$ cat config.mk
export PLATFORM = sky130hd
export DESIGN_NAME = dispatch_stage_flat
export DESIGN_NICKNAME = d
export VERILOG_FILES = /design/src/rtl/dispatch_stage_pkg.sv /design/src/rtl/dispatch_stage_if.sv /design/src/rtl/dispatch_stage_operand_resolve.sv /design/src/rtl/dispatch_stage.sv /design/src/flat_wrapper.sv
export SDC_FILE = /design/constraint.sdc
export NUM_CORES = 1
export LEC_CHECK = 0
export ABC_AREA = 0
export CORE_AREA = 2 2 233 235
export CTS_BUF_LIST = sky130_fd_sc_hd__clkbuf_8
export DETAILED_ROUTE_END_ITERATION = 8
export DIE_AREA = 0 0 235 237
export GPL_TIMING_DRIVEN = 1
export SYNTH_ARGS = -nofsm -noshare
export SYNTH_HDL_FRONTEND = slang
export SYNTH_SLANG_ARGS = --single-unit
$ cat constraint.sdc
create_clock -name clk_in -period 6.6 [get_ports clk_in]
set_input_delay 1.98 -clock clk_in [delete_from_list [all_inputs] [get_ports clk_in]]
set_output_delay 1.98 -clock clk_in [all_outputs]
set_load 0.05 [all_outputs]
$ cat src/rtl/dispatch_stage_pkg.sv
// Shared opcode encoding, tag-0 "ready" encoding and the RV32I decode helper
// used by the dispatch stage.
package dispatch_stage_pkg;

   localparam int INST_NAME_W = 6;
   localparam int TAG_READY   = 0;

   typedef enum logic [INST_NAME_W-1:0] {
      NOP = 6'd0, LUI, AUIPC, JAL, JALR, BEQ, BNE, BLT, BGE, BLTU, BGEU,
      LB, LH, LW, LBU, LHU, SB, SH, SW,
      ADDI, SLTI, SLTIU, XORI, ORI, ANDI, SLLI, SRLI, SRAI,
      ADD, SUB, SLL, SLT, SLTU, XOR, SRL, SRA, OR, AND
   } inst_name_e;

   typedef struct packed {
      inst_name_e  name;
      logic [4:0]  rd;
      logic [31:0] imm;
   } dec_t;

   // Anything not recognised decodes to NOP and is dropped at dispatch.
   function automatic dec_t decode(input logic [31:0] inst);
      dec_t       d;
      logic [2:0] f3;
      f3     = inst[14:12];
      d.name = NOP;
      d.rd   = inst[11:7];
      d.imm  = '0;
      case (inst[6:0])
         7'b0110111: begin d.name = LUI;   d.imm = {inst[31:12], 12'b0}; end
         7'b0010111: begin d.name = AUIPC; d.imm = {inst[31:12], 12'b0}; end
         7'b1101111: begin
            d.name = JAL;
            d.imm  = {{12{inst[31]}}, inst[19:12], inst[20], inst[30:21], 1'b0};
         end
         7'b1100111: begin d.name = JALR; d.imm = {{20{inst[31]}}, inst[31:20]}; end
         7'b1100011: begin
            case (f3)
               3'b000:  d.name = BEQ;
               3'b001:  d.name = BNE;
               3'b100:  d.name = BLT;
               3'b101:  d.name = BGE;
               3'b110:  d.name = BLTU;
               3'b111:  d.name = BGEU;
               default: d.name = NOP;
            endcase
            d.imm = {{20{inst[31]}}, inst[7], inst[30:25], inst[11:8], 1'b0};
         end
         7'b0000011: begin
            case (f3)
               3'b000:  d.name = LB;
               3'b001:  d.name = LH;
               3'b010:  d.name = LW;
               3'b100:  d.name = LBU;
               3'b101:  d.name = LHU;
               default: d.name = NOP;
            endcase
            d.imm = {{20{inst[31]}}, inst[31:20]};
         end
         7'b0100011: begin
            case (f3)
               3'b000:  d.name = SB;
               3'b001:  d.name = SH;
               3'b010:  d.name = SW;
               default: d.name = NOP;
            endcase
            d.imm = {{20{inst[31]}}, inst[31:25], inst[11:7]};
         end
         7'b0010011: begin
            case (f3)
               3'b000:  d.name = ADDI;
               3'b010:  d.name = SLTI;
               3'b011:  d.name = SLTIU;
               3'b100:  d.name = XORI;
               3'b110:  d.name = ORI;
               3'b111:  d.name = ANDI;
               3'b001:  d.name = SLLI;
               default: d.name = inst[30] ? SRAI : SRLI;
            endcase
            d.imm = {{20{inst[31]}}, inst[31:20]};
         end
         7'b0110011: begin
            case (f3)
               3'b000:  d.name = inst[30] ? SUB : ADD;
               3'b001:  d.name = SLL;
               3'b010:  d.name = SLT;
               3'b011:  d.name = SLTU;
               3'b100:  d.name = XOR;
               3'b101:  d.name = inst[30] ? SRA : SRL;
               3'b110:  d.name = OR;
               default: d.name = AND;
            endcase
         end
         default: d.name = NOP;
      endcase
      // Branches and stores write no register.
      if (inst[6:0] == 7'b1100011 || inst[6:0] == 7'b0100011) d.rd = '0;
      return d;
   endfunction

endpackage

$ cat src/rtl/dispatch_stage_if.sv
// Issue bus from the dispatch stage to the RoB/RS/LSB, including the
// downstream ready signals.
interface dispatch_stage_if #(
   parameter int XLEN  = 32,
   parameter int TAG_W = 5
);
   import dispatch_stage_pkg::*;

   logic                   issue_valid_out;
   logic                   issue_fire_out;
   logic                   issue_to_lsb_out;
   logic [INST_NAME_W-1:0] inst_name_out;
   logic [4:0]             rd_out;
   logic [TAG_W-1:0]       tag_out;
   logic [TAG_W-1:0]       q1_out;
   logic [TAG_W-1:0]       q2_out;
   logic [XLEN-1:0]        v1_out;
   logic [XLEN-1:0]        v2_out;
   logic [XLEN-1:0]        imm_out;
   logic [XLEN-1:0]        pc_out;
   logic [XLEN-1:0]        rollback_pc_out;
   logic                   is_jump_out;
   logic                   is_store_out;
   logic                   predicted_jump_out;
   logic                   rob_ready_in;
   logic                   rs_ready_in;
   logic                   lsb_ready_in;

   modport master (
      output issue_valid_out, issue_fire_out, issue_to_lsb_out, inst_name_out,
             rd_out, tag_out, q1_out, q2_out, v1_out, v2_out, imm_out, pc_out,
             rollback_pc_out, is_jump_out, is_store_out, predicted_jump_out,
      input  rob_ready_in, rs_ready_in, lsb_ready_in
   );

   modport slave (
      input  issue_valid_out, issue_fire_out, issue_to_lsb_out, inst_name_out,
             rd_out, tag_out, q1_out, q2_out, v1_out, v2_out, imm_out, pc_out,
             rollback_pc_out, is_jump_out, is_store_out, predicted_jump_out,
      output rob_ready_in, rs_ready_in, lsb_ready_in
   );

endinterface

$ cat src/rtl/dispatch_stage_operand_resolve.sv
// Combinational operand forwarding: lowest-index matching CDB, then RoB, then
// the RegFile value. A zero tag is already ready and is never forwarded.
module dispatch_stage_operand_resolve
   import dispatch_stage_pkg::*;
#(
   parameter int XLEN    = 32,
   parameter int TAG_W   = 5,
   parameter int NUM_CDB = 2
) (
   input  logic [TAG_W-1:0]         q_reg_in,
   input  logic [XLEN-1:0]          v_reg_in,
   input  logic                     rob_ready_in,
   input  logic [XLEN-1:0]          v_rob_in,
   input  logic [NUM_CDB-1:0]       cdb_valid_in,
   input  logic [NUM_CDB*TAG_W-1:0] cdb_tag_in,
   input  logic [NUM_CDB*XLEN-1:0]  cdb_data_in,
   output logic [TAG_W-1:0]         q_out,
   output logic [XLEN-1:0]          v_out
);

   always_comb begin
      q_out = q_reg_in;
      v_out = v_reg_in;
      if (q_reg_in != TAG_W'(TAG_READY)) begin
         if (rob_ready_in) begin
            q_out = TAG_W'(TAG_READY);
            v_out = v_rob_in;
         end
         // Scan downwards so the lowest-index CDB hit is the last assignment.
         for (int i = NUM_CDB - 1; i >= 0; i--) begin
            if (cdb_valid_in[i] && (cdb_tag_in[i*TAG_W +: TAG_W] == q_reg_in)) begin
               q_out = TAG_W'(TAG_READY);
               v_out = cdb_data_in[i*XLEN +: XLEN];
            end
         end
      end
   end

endmodule

$ cat src/rtl/dispatch_stage.sv
// One-entry decode/issue register between fetch and RoB/RS/LSB with CDB snooping.
// Optional DISPATCH_PERF_EN adds issued/stall counters (tied to 0 otherwise).
module dispatch_stage
   import dispatch_stage_pkg::*;
#(
   parameter int XLEN    = 32,
   parameter int TAG_W   = 5,
   parameter int NUM_CDB = 2
) (
   input  logic                     clk_in,
   input  logic                     rst_n_in,
   input  logic                     rdy_in,
   input  logic                     fetch_valid_in,
   output logic                     fetch_ready_out,
   input  logic [31:0]              inst_in,
   input  logic [XLEN-1:0]          pc_in,
   input  logic [XLEN-1:0]          rollback_pc_in,
   input  logic                     predicted_jump_in,
   input  logic [TAG_W-1:0]         rob_tag_in,
   output logic [4:0]               rs1_out,
   output logic [4:0]               rs2_out,
   input  logic [TAG_W-1:0]         q1_reg_in,
   input  logic [TAG_W-1:0]         q2_reg_in,
   input  logic [XLEN-1:0]          v1_reg_in,
   input  logic [XLEN-1:0]          v2_reg_in,
   output logic [TAG_W-1:0]         q1_rob_out,
   output logic [TAG_W-1:0]         q2_rob_out,
   input  logic                     q1_rob_ready_in,
   input  logic                     q2_rob_ready_in,
   input  logic [XLEN-1:0]          v1_rob_in,
   input  logic [XLEN-1:0]          v2_rob_in,
   input  logic [NUM_CDB-1:0]       cdb_valid_in,
   input  logic [NUM_CDB*TAG_W-1:0] cdb_tag_in,
   input  logic [NUM_CDB*XLEN-1:0]  cdb_data_in,
   input  logic                     flush_in,
   output logic [31:0]              issued_cnt_out,
   output logic [31:0]              stall_cnt_out,
   dispatch_stage_if.master         issue_if
);

   dec_t             dec;
   logic [XLEN-1:0]  imm_ext;
   logic             tgt_rdy, issue_valid, fire, fetch_ready, new_entry;
   logic [TAG_W-1:0] q1_cap, q2_cap, q1_snp, q2_snp;
   logic [XLEN-1:0]  v1_cap, v2_cap, v1_snp, v2_snp;

   logic             valid_q, valid_d, to_lsb_q, to_lsb_d;
   inst_name_e       inst_name_q, inst_name_d;
   logic [4:0]       rd_q, rd_d;
   logic [TAG_W-1:0] tag_q, tag_d, q1_q, q1_d, q2_q, q2_d;
   logic [XLEN-1:0]  v1_q, v1_d, v2_q, v2_d, imm_q, imm_d;
   logic [XLEN-1:0]  pc_q, pc_d, rb_pc_q, rb_pc_d;
   logic             is_jump_q, is_jump_d, is_store_q, is_store_d;
   logic             pred_jump_q, pred_jump_d;

   assign dec        = decode(inst_in);
   assign imm_ext    = XLEN'($signed(dec.imm));
   assign rs1_out    = inst_in[19:15];
   assign rs2_out    = inst_in[24:20];
   assign q1_rob_out = q1_reg_in;
   assign q2_rob_out = q2_reg_in;

   // Capture-time resolution for the incoming instruction.
   dispatch_stage_operand_resolve #(.XLEN(XLEN), .TAG_W(TAG_W), .NUM_CDB(NUM_CDB)) u_cap1 (
      .q_reg_in(q1_reg_in), .v_reg_in(v1_reg_in), .rob_ready_in(q1_rob_ready_in),
      .v_rob_in(v1_rob_in), .cdb_valid_in(cdb_valid_in), .cdb_tag_in(cdb_tag_in),
      .cdb_data_in(cdb_data_in), .q_out(q1_cap), .v_out(v1_cap));
   dispatch_stage_operand_resolve #(.XLEN(XLEN), .TAG_W(TAG_W), .NUM_CDB(NUM_CDB)) u_cap2 (
      .q_reg_in(q2_reg_in), .v_reg_in(v2_reg_in), .rob_ready_in(q2_rob_ready_in),
      .v_rob_in(v2_rob_in), .cdb_valid_in(cdb_valid_in), .cdb_tag_in(cdb_tag_in),
      .cdb_data_in(cdb_data_in), .q_out(q2_cap), .v_out(v2_cap));

   // Hold snoop keeps a stalled entry's tags current; only the CDBs apply here.
   dispatch_stage_operand_resolve #(.XLEN(XLEN), .TAG_W(TAG_W), .NUM_CDB(NUM_CDB)) u_snp1 (
      .q_reg_in(q1_q), .v_reg_in(v1_q), .rob_ready_in(1'b0), .v_rob_in('0),
      .cdb_valid_in(cdb_valid_in), .cdb_tag_in(cdb_tag_in), .cdb_data_in(cdb_data_in),
      .q_out(q1_snp), .v_out(v1_snp));
   dispatch_stage_operand_resolve #(.XLEN(XLEN), .TAG_W(TAG_W), .NUM_CDB(NUM_CDB)) u_snp2 (
      .q_reg_in(q2_q), .v_reg_in(v2_q), .rob_ready_in(1'b0), .v_rob_in('0),
      .cdb_valid_in(cdb_valid_in), .cdb_tag_in(cdb_tag_in), .cdb_data_in(cdb_data_in),
      .q_out(q2_snp), .v_out(v2_snp));

   assign tgt_rdy         = to_lsb_q ? issue_if.lsb_ready_in : issue_if.rs_ready_in;
   assign issue_valid     = valid_q & rdy_in;
   assign fire            = issue_valid & issue_if.rob_ready_in & tgt_rdy & ~flush_in;
   assign fetch_ready     = rdy_in & ~flush_in & (~valid_q | fire);
   assign new_entry       = fetch_valid_in & fetch_ready & (dec.name != NOP);
   assign fetch_ready_out = fetch_ready;

   always_comb begin
      valid_d     = valid_q;     to_lsb_d   = to_lsb_q;   inst_name_d = inst_name_q;
      rd_d        = rd_q;        tag_d      = tag_q;      imm_d       = imm_q;
      q1_d        = q1_q;        q2_d       = q2_q;       v1_d        = v1_q;
      v2_d        = v2_q;        pc_d       = pc_q;       rb_pc_d     = rb_pc_q;
      is_jump_d   = is_jump_q;   is_store_d = is_store_q; pred_jump_d = pred_jump_q;
      if (flush_in) begin
         valid_d = 1'b0;
      end else if (rdy_in) begin
         if (fire) begin
            valid_d = 1'b0;
         end else if (valid_q) begin
            q1_d = q1_snp; v1_d = v1_snp;
            q2_d = q2_snp; v2_d = v2_snp;
         end
         if (new_entry) begin
            valid_d     = 1'b1;
            inst_name_d = dec.name;
            rd_d        = dec.rd;
            imm_d       = imm_ext;
            tag_d       = rob_tag_in;
            q1_d        = q1_cap; v1_d = v1_cap;
            q2_d        = q2_cap; v2_d = v2_cap;
            pc_d        = pc_in;
            rb_pc_d     = rollback_pc_in;
            pred_jump_d = predicted_jump_in;
            to_lsb_d    = (dec.name >= LB) && (dec.name <= SW);
            is_store_d  = (dec.name >= SB) && (dec.name <= SW);
            is_jump_d   = (dec.name >= JAL) && (dec.name <= BGEU);
         end
      end
   end

   always_ff @(posedge clk_in or negedge rst_n_in) begin
      if (!rst_n_in) begin
         valid_q <= 1'b0;  to_lsb_q <= 1'b0;  inst_name_q <= NOP;  rd_q <= '0;
         tag_q   <= '0;    imm_q    <= '0;    q1_q        <= '0;   q2_q <= '0;
         v1_q    <= '0;    v2_q     <= '0;    pc_q        <= '0;   rb_pc_q <= '0;
         is_jump_q <= 1'b0; is_store_q <= 1'b0; pred_jump_q <= 1'b0;
      end else begin
         valid_q <= valid_d;  to_lsb_q <= to_lsb_d;  inst_name_q <= inst_name_d;
         rd_q    <= rd_d;     tag_q    <= tag_d;     imm_q       <= imm_d;
         q1_q    <= q1_d;     q2_q     <= q2_d;      v1_q        <= v1_d;
         v2_q    <= v2_d;     pc_q     <= pc_d;      rb_pc_q     <= rb_pc_d;
         is_jump_q <= is_jump_d; is_store_q <= is_store_d; pred_jump_q <= pred_jump_d;
      end
   end

   assign issue_if.issue_valid_out    = issue_valid;
   assign issue_if.issue_fire_out     = fire;
   assign issue_if.issue_to_lsb_out   = to_lsb_q;
   assign issue_if.inst_name_out      = inst_name_q;
   assign issue_if.rd_out             = rd_q;
   assign issue_if.tag_out            = tag_q;
   assign issue_if.q1_out             = q1_q;
   assign issue_if.q2_out             = q2_q;
   assign issue_if.v1_out             = v1_q;
   assign issue_if.v2_out             = v2_q;
   assign issue_if.imm_out            = imm_q;
   assign issue_if.pc_out             = pc_q;
   assign issue_if.rollback_pc_out    = rb_pc_q;
   assign issue_if.is_jump_out        = is_jump_q;
   assign issue_if.is_store_out       = is_store_q;
   assign issue_if.predicted_jump_out = pred_jump_q;

`ifdef DISPATCH_PERF_EN
   logic [31:0] issued_cnt_q, issued_cnt_d, stall_cnt_q, stall_cnt_d;

   always_comb begin
      issued_cnt_d = issued_cnt_q + 32'(fire);
      stall_cnt_d  = stall_cnt_q + 32'(issue_valid & ~fire);
   end

   always_ff @(posedge clk_in or negedge rst_n_in) begin
      if (!rst_n_in) begin
         issued_cnt_q <= '0;
         stall_cnt_q  <= '0;
      end else begin
         issued_cnt_q <= issued_cnt_d;
         stall_cnt_q  <= stall_cnt_d;
      end
   end

   assign issued_cnt_out = issued_cnt_q;
   assign stall_cnt_out  = stall_cnt_q;
`else
   assign issued_cnt_out = '0;
   assign stall_cnt_out  = '0;
`endif

endmodule

$ cat src/flat_wrapper.sv
// flat-port wrapper written by rule: the top's interface ports become plain ports
module dispatch_stage_flat import dispatch_stage_pkg::*;
#(
   parameter int XLEN    = 32,
   parameter int TAG_W   = 5,
   parameter int NUM_CDB = 2
)
  (clk_in, rst_n_in, rdy_in, fetch_valid_in, fetch_ready_out, inst_in, pc_in, rollback_pc_in, predicted_jump_in, rob_tag_in, rs1_out, rs2_out, q1_reg_in, q2_reg_in, v1_reg_in, v2_reg_in, q1_rob_out, q2_rob_out, q1_rob_ready_in, q2_rob_ready_in, v1_rob_in, v2_rob_in, cdb_valid_in, cdb_tag_in, cdb_data_in, flush_in, issued_cnt_out, stall_cnt_out, issue_if_issue_valid_out, issue_if_issue_fire_out, issue_if_issue_to_lsb_out, issue_if_inst_name_out, issue_if_rd_out, issue_if_tag_out, issue_if_q1_out, issue_if_q2_out, issue_if_v1_out, issue_if_v2_out, issue_if_imm_out, issue_if_pc_out, issue_if_rollback_pc_out, issue_if_is_jump_out, issue_if_is_store_out, issue_if_predicted_jump_out, issue_if_rob_ready_in, issue_if_rs_ready_in, issue_if_lsb_ready_in);
  dispatch_stage_if #(.XLEN(XLEN), .TAG_W(TAG_W)) issue_if_i ();
  input  logic clk_in;
  input  logic rst_n_in;
  input  logic rdy_in;
  input  logic fetch_valid_in;
  output logic fetch_ready_out;
  input  logic [31:0] inst_in;
  input  logic [XLEN-1:0] pc_in;
  input  logic [XLEN-1:0] rollback_pc_in;
  input  logic predicted_jump_in;
  input  logic [TAG_W-1:0] rob_tag_in;
  output logic [4:0] rs1_out;
  output logic [4:0] rs2_out;
  input  logic [TAG_W-1:0] q1_reg_in;
  input  logic [TAG_W-1:0] q2_reg_in;
  input  logic [XLEN-1:0] v1_reg_in;
  input  logic [XLEN-1:0] v2_reg_in;
  output logic [TAG_W-1:0] q1_rob_out;
  output logic [TAG_W-1:0] q2_rob_out;
  input  logic q1_rob_ready_in;
  input  logic q2_rob_ready_in;
  input  logic [XLEN-1:0] v1_rob_in;
  input  logic [XLEN-1:0] v2_rob_in;
  input  logic [NUM_CDB-1:0] cdb_valid_in;
  input  logic [NUM_CDB*TAG_W-1:0] cdb_tag_in;
  input  logic [NUM_CDB*XLEN-1:0] cdb_data_in;
  input  logic flush_in;
  output logic [31:0] issued_cnt_out;
  output logic [31:0] stall_cnt_out;
  output wire logic [$bits(issue_if_i.issue_valid_out)-1:0] issue_if_issue_valid_out;
  output wire logic [$bits(issue_if_i.issue_fire_out)-1:0] issue_if_issue_fire_out;
  output wire logic [$bits(issue_if_i.issue_to_lsb_out)-1:0] issue_if_issue_to_lsb_out;
  output wire logic [$bits(issue_if_i.inst_name_out)-1:0] issue_if_inst_name_out;
  output wire logic [$bits(issue_if_i.rd_out)-1:0] issue_if_rd_out;
  output wire logic [$bits(issue_if_i.tag_out)-1:0] issue_if_tag_out;
  output wire logic [$bits(issue_if_i.q1_out)-1:0] issue_if_q1_out;
  output wire logic [$bits(issue_if_i.q2_out)-1:0] issue_if_q2_out;
  output wire logic [$bits(issue_if_i.v1_out)-1:0] issue_if_v1_out;
  output wire logic [$bits(issue_if_i.v2_out)-1:0] issue_if_v2_out;
  output wire logic [$bits(issue_if_i.imm_out)-1:0] issue_if_imm_out;
  output wire logic [$bits(issue_if_i.pc_out)-1:0] issue_if_pc_out;
  output wire logic [$bits(issue_if_i.rollback_pc_out)-1:0] issue_if_rollback_pc_out;
  output wire logic [$bits(issue_if_i.is_jump_out)-1:0] issue_if_is_jump_out;
  output wire logic [$bits(issue_if_i.is_store_out)-1:0] issue_if_is_store_out;
  output wire logic [$bits(issue_if_i.predicted_jump_out)-1:0] issue_if_predicted_jump_out;
  input wire logic [$bits(issue_if_i.rob_ready_in)-1:0] issue_if_rob_ready_in;
  input wire logic [$bits(issue_if_i.rs_ready_in)-1:0] issue_if_rs_ready_in;
  input wire logic [$bits(issue_if_i.lsb_ready_in)-1:0] issue_if_lsb_ready_in;
  assign issue_if_issue_valid_out = issue_if_i.issue_valid_out;
  assign issue_if_issue_fire_out = issue_if_i.issue_fire_out;
  assign issue_if_issue_to_lsb_out = issue_if_i.issue_to_lsb_out;
  assign issue_if_inst_name_out = issue_if_i.inst_name_out;
  assign issue_if_rd_out = issue_if_i.rd_out;
  assign issue_if_tag_out = issue_if_i.tag_out;
  assign issue_if_q1_out = issue_if_i.q1_out;
  assign issue_if_q2_out = issue_if_i.q2_out;
  assign issue_if_v1_out = issue_if_i.v1_out;
  assign issue_if_v2_out = issue_if_i.v2_out;
  assign issue_if_imm_out = issue_if_i.imm_out;
  assign issue_if_pc_out = issue_if_i.pc_out;
  assign issue_if_rollback_pc_out = issue_if_i.rollback_pc_out;
  assign issue_if_is_jump_out = issue_if_i.is_jump_out;
  assign issue_if_is_store_out = issue_if_i.is_store_out;
  assign issue_if_predicted_jump_out = issue_if_i.predicted_jump_out;
  assign issue_if_i.rob_ready_in = issue_if_rob_ready_in;
  assign issue_if_i.rs_ready_in = issue_if_rs_ready_in;
  assign issue_if_i.lsb_ready_in = issue_if_lsb_ready_in;
  dispatch_stage #(.XLEN(XLEN), .TAG_W(TAG_W), .NUM_CDB(NUM_CDB)) u_core (.clk_in(clk_in), .rst_n_in(rst_n_in), .rdy_in(rdy_in), .fetch_valid_in(fetch_valid_in), .fetch_ready_out(fetch_ready_out), .inst_in(inst_in), .pc_in(pc_in), .rollback_pc_in(rollback_pc_in), .predicted_jump_in(predicted_jump_in), .rob_tag_in(rob_tag_in), .rs1_out(rs1_out), .rs2_out(rs2_out), .q1_reg_in(q1_reg_in), .q2_reg_in(q2_reg_in), .v1_reg_in(v1_reg_in), .v2_reg_in(v2_reg_in), .q1_rob_out(q1_rob_out), .q2_rob_out(q2_rob_out), .q1_rob_ready_in(q1_rob_ready_in), .q2_rob_ready_in(q2_rob_ready_in), .v1_rob_in(v1_rob_in), .v2_rob_in(v2_rob_in), .cdb_valid_in(cdb_valid_in), .cdb_tag_in(cdb_tag_in), .cdb_data_in(cdb_data_in), .flush_in(flush_in), .issued_cnt_out(issued_cnt_out), .stall_cnt_out(stall_cnt_out), .issue_if(issue_if_i));
endmodule
==> impl_metrics.env <==
export IMPL_port_buffer_count=538
export IMPL_cts_buffer_depth=2
export IMPL_grt_max_degree=131
export IMPL_ys_async_sr_fraction=1.00
export IMPL_wl_per_cell_um=21.4
export IMPL_final_cell_mix="clkdlybuf4s50_1, nand2_1, dfrtp_1, mux2i_1, o21ai_0"
export IMPL_wl_met2_um=27500
export IMPL_tritoncts="built"
export IMPL_finalCritPeriodShare=0.877
export IMPL_crit_required_ns=4.62
export IMPL_ys_ff_latch=191
export IMPL_crit_fanout=3
export IMPL_die_w_um=235
export IMPL_grt_pass1_vias=12900
export IMPL_synth_edf_count=0
export IMPL_synth_distinct_cells=60
export IMPL_cts_buffers=17
export IMPL_ir_worst_vdd_v=0.000130
export IMPL_place_gp_congestion=0.867
export IMPL_core_area_um2=53300
export IMPL_cts_root_buffer="clkbuf_8"
export IMPL_synth_area_um2=12700
export IMPL_fp_dieH_um=237
export IMPL_ctsResizeCount=0
export IMPL_ys_flop_type="dfrtp_1"
export IMPL_area_delta_synth_final_pct=46.6
export IMPL_syn_avg_cell_area_um2=8.19
export IMPL_drcViolationCount=0
export IMPL_ys_warn_count=0
export IMPL_io_pins=603
export IMPL_cp_start_kind="input port"
export IMPL_drive_above_1_share=0.0397
export IMPL_setup_tns_ns=0
export IMPL_antenna_found_initial=4
export IMPL_regToRegEndpoint="u_core.issue_if.v2_out[8]"
export IMPL_viasPerCell=4.93
export IMPL_reg2reg_from="u_core.issue_if.issue_to_lsb_out"
export IMPL_place_area_um2=18200
export IMPL_p_leak_uw=0.00778
export IMPL_m1WireLength_um=24000
export IMPL_power_density_nw_per_um2=254
export IMPL_max_slew_margin=0.132
export IMPL_rsz0062_at_grt="no"
export IMPL_criticalPathCategory="input port to output port"
export IMPL_holdCritPathClass="register to register"
export IMPL_hold_viol=0
export IMPL_post_dp_hpwl_um=41800
export IMPL_final_cell_area_um2=18600
export IMPL_crit_end="fetch_ready_out"
export IMPL_postCtsSetupBuffers=0
export IMPL_multi_input_area_um2=6940
export IMPL_setup_viol=0
export IMPL_synthCells=1548
export IMPL_fillers=5471
export IMPL_totalWireLength_um=57500
export IMPL_path_clk_slew_ns=0.11
export IMPL_insertion_delay_ns=0.57
export IMPL_min_period_ns=5.79
export IMPL_final_common_cell="clkdlybuf4s50_1"
export IMPL_rows=85
export IMPL_htree_levels=4
export IMPL_dpl_worst_slack_ns=0.804
export IMPL_hold_ws_ns=0.484
export IMPL_finalNetCount=2307
export IMPL_cts_hold_buf=0
export IMPL_fin_skew_ns=0.0120
export IMPL_clkSinkCount=191
export IMPL_worstMarginPinSlew_ns=1.30
export IMPL_start_util=0.238
export IMPL_cp_arrival_ns=3.81
export IMPL_drt_initial_drc_count=1009
export IMPL_report_final_slew_viol_count=0
export IMPL_routed_wl_met3_um=4750
export IMPL_startpoint="issue_if_lsb_ready_in"
export IMPL_dr_total_vias=13300
export IMPL_status="finished clean"
export IMPL_end_kind="output port"
export IMPL_fmax_ghz=0.173
export IMPL_drtAntennaViolNets=0
export IMPL_die_area_um2=55700
export IMPL_setup_slack_ns=0.814
export IMPL_cap_viol_max_count=0
export IMPL_grt_overflow=0
export IMPL_highest_layer="met5"
export IMPL_ff_latch_area_um2=4780
export IMPL_grt_usage=0.200
export IMPL_r2r_setup_slack_ns=3.56
export IMPL_grt_first_pass_wirelength_um=84000
export IMPL_dr_pass1_iters=5
export IMPL_reg2reg_depth=9
export IMPL_ys_seq_area_frac=0.377
-- critical path, stage by stage --
cell and delay, ns:
clkdlybuf4s50_1 0.45, mux2_2 0.18, nand2_1 0.10, a21oi_1 0.24, clkdlybuf4s50_1 0.86
-- worst min-delay path by stage --
stage / from / end / slack (ns) / cells past startpoint
2_1_floorplan: u_core.valid_q / u_core.valid_q / 0.62 / 3
3_3_place_gp: u_core.issue_if.rollback_pc_out[31] / u_core.issue_if.rollback_pc_out[31] / 0.46 / 2
3_5_place_dp: u_core.issue_if.pc_out[17] / u_core.issue_if.pc_out[17] / 0.46 / 2
4_1_cts: u_core.issue_if.pc_out[17] / u_core.issue_if.pc_out[17] / 0.49 / 2
5_1_grt: u_core.issue_if.rollback_pc_out[16] / u_core.issue_if.rollback_pc_out[16] / 0.50 / 2
6_report: u_core.issue_if.pc_out[17] / u_core.issue_if.pc_out[17] / 0.48 / 2
-- layer usage --
layer	vias up	GRT usage
met5	-	0
met4	2	0.0660
met3	71	0.0593
met2	662	0.328
met1	6403	0.252
li1	6140	-
-- power breakdown --
part | total [µW] | internal (µW) | switching [µW]
combinational | 2290 | 816 | 1480
clock | 861 | 342 | 519
sequential | 1570 | 1410 | 164
total | 4730 | 2570 | 2160
-- cell type report --
type / instances / share of cell area
Multi-Input combinational cell: 1207 / 0.374
Tap cell: 696 / 0.0469
Sequential cell: 191 / 0.257
Timing Repair Buffer: 557 / 0.299
Clock buffer: 17 / 0.0126
Clock inverter: 13 / 0.00828
Inverter: 7 / 0.00141
Antenna cell: 6 / 0.000808
-- cell usage after synthesis, drive strengths merged (2+ instances only) --
| cell | n | share of area |
|---|---|---|
| nand2 | 413 | 0.12 |
| dfrtp | 191 | 0.38 |
| o21ai | 148 | 0.059 |
| buf | 139 | 0.075 |
| mux2i | 130 | 0.10 |
| a21oi | 82 | 0.032 |
| clkbuf | 67 | 0.020 |
| nor2 | 66 | 0.020 |
| o211ai | 35 | 0.021 |
| xor2 | 33 | 0.023 |
| a221o | 31 | 0.024 |
| and3 | 28 | 0.014 |
| o22ai | 25 | 0.012 |
| a211oi | 23 | 0.014 |
| o221a | 22 | 0.020 |
| nand3 | 20 | 0.0083 |
| nor4 | 10 | 0.0049 |
| nor3 | 8 | 0.0032 |
| xnor2 | 8 | 0.0055 |
| a22oi | 7 | 0.0041 |
| inv | 7 | 0.0021 |
| nand2b | 7 | 0.0037 |
| and2 | 5 | 0.0025 |
| o21a | 4 | 0.0024 |
| a31oi | 3 | 0.0015 |
| nand4 | 3 | 0.0015 |
| nor2b | 3 | 0.0015 |
| or2 | 3 | 0.0015 |
| a2111oi | 2 | 0.0043 |
| a21boi | 2 | 0.0012 |
| a32oi | 2 | 0.0014 |
| and3b | 2 | 0.0014 |
| mux2 | 2 | 0.0018 |
| or3 | 2 | 0.00099 |
| or4 | 2 | 0.0012 |
-- stage by stage --
stage	std cells	util	power [µW]
4_1_cts	2688	0.348	4790
6_report	2694	0.349	4730
3_3_place_gp	2658	0.341	3870
2_1_floorplan	1611	-	2970
3_5_place_dp	2658	0.341	3890
5_1_grt	2690	0.349	4940
-- logic make-up (layout without fill, tap and decap cells) --
kind of cell / count (synthesis) / in the layout / synth area share
other: 1 / 70 / 0.000296
AO/OA/AOI/OAI: 395 / 395 / 0.204
XOR/XNOR: 41 / 41 / 0.0283
AND/OR/NAND/NOR: 575 / 575 / 0.189
multiplexers: 132 / 132 / 0.104
flip-flops: 191 / 191 / 0.377
buffers and inverters: 213 / 594 / 0.0971
-- flip-flops by register name, summed over array words and instances (netlist names) --
register and count:
u_core.issue_if.v1_out 32, u_core.issue_if.is_store_out 1, u_core.issue_if.rd_out 5, u_core.valid_q 1, u_core.issue_if.v2_out 32, u_core.issue_if.is_jump_out 1, u_core.issue_if.imm_out 32, u_core.issue_if.rollback_pc_out 32
u_core.issue_if.q1_out 5, u_core.issue_if.predicted_jump_out 1, u_core.issue_if.q2_out 5, u_core.issue_if.issue_to_lsb_out 1, u_core.issue_if.pc_out 32, u_core.issue_if.tag_out 5, u_core.issue_if.inst_name_out 6
Note: power is estimated with default switching activity, not from simulation.
